### src/rtl/sop_eval_pipe.sv
// Purpose: programmable sum-of-products evaluator with an exhaustive truth-table sweep engine.
// Latency: one cycle from accepted vector to registered y; a sweep takes 2^N_IN RUN cycles plus one DONE cycle.
// Backpressure: in_ready drops while a sweep runs; results are never stalled, so there is no output ready.
module sop_eval_pipe #(
    parameter int N_IN    = 5,
    parameter int N_TERMS = 3,
    parameter int IDX_W   = (N_TERMS > 1) ? $clog2(N_TERMS) : 1,
    parameter int CNT_W   = N_IN + 1
) (
    input  logic             clk,
    input  logic             rst,
    input  logic             cfg_we,
    input  logic [IDX_W-1:0] cfg_idx,
    input  logic [N_IN-1:0]  cfg_care,
    input  logic [N_IN-1:0]  cfg_pol,
    input  logic             in_valid,
    output logic             in_ready,
    input  logic [N_IN-1:0]  in_vec,
    output logic             out_valid,
    output logic             y,
    input  logic             sweep_start,
    output logic             sweep_busy,
    output logic             sweep_done,
    output logic [CNT_W-1:0] sweep_count
);

    typedef enum logic [1:0] {
        S_IDLE = 2'd0,
        S_RUN  = 2'd1,
        S_DONE = 2'd2
    } state_t;

    state_t            state_q;
    state_t            state_d;

    // Per-term configuration: care selects participating inputs, pol their required value.
    logic [N_IN-1:0]   care_q [N_TERMS];
    logic [N_IN-1:0]   pol_q  [N_TERMS];

    // Sweep walker: v_q is the vector under test, acc_q the running ones-count.
    logic [N_IN-1:0]   v_q;
    logic [CNT_W-1:0]  acc_q;

    logic              f_in;
    logic              f_sw;
    logic              accept;

    assign in_ready   = (state_q != S_RUN);
    assign sweep_busy = (state_q == S_RUN);
    assign sweep_done = (state_q == S_DONE);
    assign accept     = in_valid & in_ready;

    // Evaluate the SOP for both the external vector and the sweep vector; a term with no cared inputs is off.
    always_comb begin
        f_in = 1'b0;
        f_sw = 1'b0;
        for (int t = 0; t < N_TERMS; t++) begin
            if (|care_q[t]) begin
                if (((in_vec ^ pol_q[t]) & care_q[t]) == '0) begin
                    f_in = 1'b1;
                end
                if (((v_q ^ pol_q[t]) & care_q[t]) == '0) begin
                    f_sw = 1'b1;
                end
            end
        end
    end

    // Sweep FSM state register.
    always_ff @(posedge clk) begin
        if (rst) begin
            state_q <= S_IDLE;
        end else begin
            state_q <= state_d;
        end
    end

    // Sweep FSM next-state: start only from IDLE, finish after the all-ones vector, DONE lasts one cycle.
    always_comb begin
        state_d = state_q;
        case (state_q)
            S_IDLE: begin
                if (sweep_start) begin
                    state_d = S_RUN;
                end
            end
            S_RUN: begin
                if (v_q == '1) begin
                    state_d = S_DONE;
                end
            end
            S_DONE: begin
                state_d = S_IDLE;
            end
            default: begin
                state_d = S_IDLE;
            end
        endcase
    end

    // Configuration writes; frozen during a sweep so the count reflects one consistent function.
    always_ff @(posedge clk) begin
        if (rst) begin
            for (int t = 0; t < N_TERMS; t++) begin
                care_q[t] <= '0;
                pol_q[t]  <= '0;
            end
        end else if (cfg_we && (state_q != S_RUN)) begin
            // Indices at or beyond N_TERMS match no slot and are dropped.
            for (int t = 0; t < N_TERMS; t++) begin
                if (cfg_idx == IDX_W'(t)) begin
                    care_q[t] <= cfg_care;
                    pol_q[t]  <= cfg_pol;
                end
            end
        end
    end

    // Evaluation pipeline: one registered result per accepted vector, y held between results.
    always_ff @(posedge clk) begin
        if (rst) begin
            out_valid <= 1'b0;
            y         <= 1'b0;
        end else begin
            out_valid <= accept;
            if (accept) begin
                y <= f_in;
            end
        end
    end

    // Sweep datapath: clear on start, accumulate per RUN cycle, publish the total on the last vector.
    always_ff @(posedge clk) begin
        if (rst) begin
            v_q         <= '0;
            acc_q       <= '0;
            sweep_count <= '0;
        end else begin
            case (state_q)
                S_IDLE: begin
                    if (sweep_start) begin
                        v_q   <= '0;
                        acc_q <= '0;
                    end
                end
                S_RUN: begin
                    acc_q <= acc_q + CNT_W'(f_sw);
                    v_q   <= v_q + 1'b1;
                    if (v_q == '1) begin
                        sweep_count <= acc_q + CNT_W'(f_sw);
                    end
                end
                default: begin
                end
            endcase
        end
    end

endmodule
### config.mk
export PLATFORM = sky130hd
export DESIGN_NAME = sop_eval_pipe
export DESIGN_NICKNAME = d
export VERILOG_FILES = /design/src/rtl/sop_eval_pipe.sv
export SDC_FILE = /design/constraint.sdc
export NUM_CORES = 1
export LEC_CHECK = 0
export ABC_AREA = 1
export CAP_MARGIN = 5
export CORE_ASPECT_RATIO = 2
export CORE_MARGIN = 2
export CORE_UTILIZATION = 55
export CTS_CLUSTER_SIZE = 28
export DETAILED_ROUTE_END_ITERATION = 7
export PLACE_DENSITY = 0.76
export SYNTH_ARGS = -nofsm -noshare
export SYNTH_HDL_FRONTEND = slang
export SYNTH_SLANG_ARGS = --single-unit
### constraint.sdc
create_clock -name clk -period 2.6 [get_ports clk]
set_clock_uncertainty 0.1 [all_clocks]
set_input_delay 0.65 -clock clk [delete_from_list [all_inputs] [get_ports clk]]
set_output_delay 0.65 -clock clk [all_outputs]
set_load 0.1 [all_outputs]
==> impl_metrics.py <==
metrics = {
    "clock_network": {
        "cts_hold_buf": 0,
        "cts_resized": 0,
        "clock_sinks": 51,
        "clk_pin_slew_worst_paths_ps": 100,
        "root_buffer": "clkbuf_8",
        "htree_levels": 2,
        "clk_latency_ps": 310,
        "clk_path_buf_depth": 2,
        "cts_tree": "built",
        "cts_setup_buffers": 0,
        "cts_buffers": 5,
    },
    "outcome": {
        "status": "finished, final reports clean",
    },
    "power": {
        "p_clk_share_pct": 31.8,
        "switching_share_pct": 26.4,
        "power_density_mw_per_mm2": 567,
        "p_switching_w": 0.000459,
        "p_int_w": 0.00128,
        "cellLeakagePower_nw": 1.33,
        "pwr-share-seq_pct": 53.6,
        "p_comb_share_pct": 14.6,
        "ir_drop_v": 0.000497,
    },
    "die": {
        "start_util_pct": 56.1,
        "dieArea_mm2": 0.00524,
        "die_w_um": 52.2,
        "fp.coreArea_mm2": 0.00455,
        "io_pins": 33,
        "rows": 35,
        "dieHeight_um": 100,
    },
    "synth": {
        "yosysWarnings": 0,
        "ys_seq_area_share_pct": 51.7,
        "ys_seq_elements": 51,
        "netlist_area_mm2": 0.00256,
        "yosys-top-cells-area": "edfxtp_1 (35%), dfxtp_1 (16%), nand2_1 (14%)",
        "synthFlopType": "edfxtp_1",
        "synth_common_cells": "nand2_1 (93), nor2_1 (72), inv_1 (38)",
        "yosys.area.top_type": "edfxtp_1",
        "synth_top_cell_area_share_pct": 35.2,
        "ys_types": 28,
        "ys_async_sr_fraction_pct": 0,
        "yosysMostFrequentCell": "nand2_1",
        "synth-edff-count": 30,
        "synthesis.nets": 356,
        "syn_inst": 330,
        "synth.avg_cell_area_um2": 7.75,
    },
    "layout": {
        "seq_area_mm2": 0.00133,
        "stdcell_count": 427,
        "multi_input_area_mm2": 0.00105,
        "nets": 397,
        "diodes": 0,
        "drive_gt1_share_pct": 9.14,
        "n_fill_cell": 396,
        "area_delta_synth_final_pct": 20.0,
    },
    "timing": {
        "hold_viol_final": 0,
        "worst_pin_slew_ps": 523,
        "slew_headroom_pct": 65.0,
        "setup_viol": 0,
        "setup-tns-final_ps": 0,
        "fmax_ghz": 0.410,
        "fin_crit_ps": 2440,
        "period_share_pct": 93.8,
        "finalMaxSlewViolations": 0,
        "rsz0062_at_grt": "false",
    },
    "place": {
        "dp.cells": 419,
        "place.gp.congestion": 0.865,
        "port_buffers": 32,
        "dp_hpwl_um": 4940,
    },
    "critical_path": {
        "cp.required_ps": 2740,
        "crit_arrival_ps": 2580,
        "end_kind": "register",
        "cp_cell_sequence": "inv_1, o21ai_0, o21ai_0, nand3b_1, nand3_1, ha_1, ha_1, nand3_1, xor2_1, nor2_1, nand2_1, a21oi_1",
        "cpPeakStageDelay_ps": 420,
        "cp-start-kind": "register",
        "critPathSlowestCell": "dfxtp_2",
        "crit_type": "register to register",
        "cp_max_fo": 7,
    },
    "detailed_routing": {
        "wl_per_cell_um": 14.8,
        "drt_iter0_markers": 52,
        "routed_via_density": 5.41,
        "wl_um": 6330,
        "first_pass_iters": 4,
        "drc_errors": 0,
        "ant_nets": 0,
        "vias": 2308,
    },
    "global_routing": {
        "first_global_vias": 2312,
        "track_usage_pct": 26.6,
        "grt_first_pass_wirelength_um": 10100,
        "gr-total-overflow": 0,
        "antenna_found_initial": 0,
        "grt_max_degree": 17,
    },
    "min_path": {
        "min_path_type": "register to register",
    },
    "run": {
        "drv_cap": 0,
    },
}
==> area by class of cell <==
| class | instances | area share, % |
|---|---|---|
| Clock inverter | 2 | 1.22 |
| Tap cell | 55 | 2.24 |
| Timing Repair Buffer | 39 | 11.7 |
| Multi-Input combinational cell | 233 | 34.3 |
| Inverter | 41 | 5.02 |
| Clock buffer | 6 | 2.37 |
| Sequential cell | 51 | 43.2 |
==> layer usage <==
layer / vias up / wire length [um] / share of wire, % / global-route usage [%]
met1: 1057 / 2170 / 34 / 24.8
met3: 35 / 191 / 3.0 / 3.27
met4: 0 / 454 / 7.2 / 20.1
li1: 1137 / - / - / -
met5: - / 0 / 0 / 0
met2: 79 / 3510 / 55 / 49.1
==> critical path: cells and delay by family (launching register included) <==
kind / cells / cell delay, ps
buf+inv: 1 / 140
simple gates: 5 / 700
flops: 1 / 420
xor+xnor: 1 / 160
compound gates: 3 / 410
fa+ha+maj: 2 / 410
==> sequential cells by signal, summed over array words and instances (netlist names) <==
register and count:
care_q 15, pol_q 15, acc_q 6, sweep_count 6
v_q 5, state_q 2, out_valid 1, y 1
==> per-stage QoR <==
| stage | util (%) | setup WS, ps | total power [W] | instance area (um^2) | hold WS (ps) |
|---|---|---|---|---|---|
| after global placement | 64.9 | 181 | 0.00120 | 2950 | 357 |
| after global routing | 67.4 | 7.88 | 0.00180 | 3070 | 392 |
| after detailed placement | 64.9 | 94.8 | 0.00120 | 2950 | 361 |
| final | 67.4 | 160 | 0.00174 | 3070 | 375 |
| after floorplan | - | 154 | 0.00110 | 2560 | 343 |
| after CTS | 67.3 | 78.4 | 0.00174 | 3060 | 374 |
==> power by group through the flow <==
stage               Combinational [W]  Sequential [W]  Clock (W)
finish                       0.000254        0.000932   0.000553
global route                 0.000279        0.000938   0.000582
CTS                          0.000254        0.000932   0.000550
detailed placement           0.000252        0.000950          0
global placement             0.000247        0.000949          0
floorplan                    0.000143        0.000955          0
==> cells in the final DEF, fill, tap and decap left out, types with 2 or more instances in the layout <==
master and n:
a21oi_1 16, buf_4 17, clkbuf_8 5, clkdlybuf4s50_1 21
dfxtp_1 18, dfxtp_2 3, edfxtp_1 30, ha_1 4
inv_1 38, inv_2 2, nand2_1 93, nand3_1 16
nand3b_1 2, nand4_1 3, nor2_1 72, o21ai_0 12
xnor2_1 2, xor2_1 3
==> kinds of logic (layout without fill, tap and decap cells) <==
| logic type | Yosys count | in the layout | share of synthesized area (%) |
|---|---|---|---|
| buffers and inverters | 46 | 88 | 7.15 |
| adder cells (fa/ha/maj) | 4 | 4 | 1.96 |
| AO/OA/AOI/OAI | 35 | 35 | 7.93 |
| flip-flops | 51 | 51 | 51.7 |
| XOR/XNOR | 5 | 5 | 1.71 |
| AND/OR/NAND/NOR | 189 | 189 | 29.6 |
==> worst paths after layout <==
path / start / slack, ps / cells past startpoint / end
min reg2reg: sweep_count[4]$_SDFFE_PP0P_ / 370 / 2 / sweep_count[4]$_SDFFE_PP0P_
max: v_q[2]$_SDFFE_PP0P_ / 160 / 12 / sweep_count[4]$_SDFFE_PP0P_
max reg2reg: v_q[2]$_SDFFE_PP0P_ / 160 / 12 / sweep_count[4]$_SDFFE_PP0P_
min: sweep_count[4]$_SDFFE_PP0P_ / 370 / 2 / sweep_count[4]$_SDFFE_PP0P_
(Power assumes the default switching activity.)
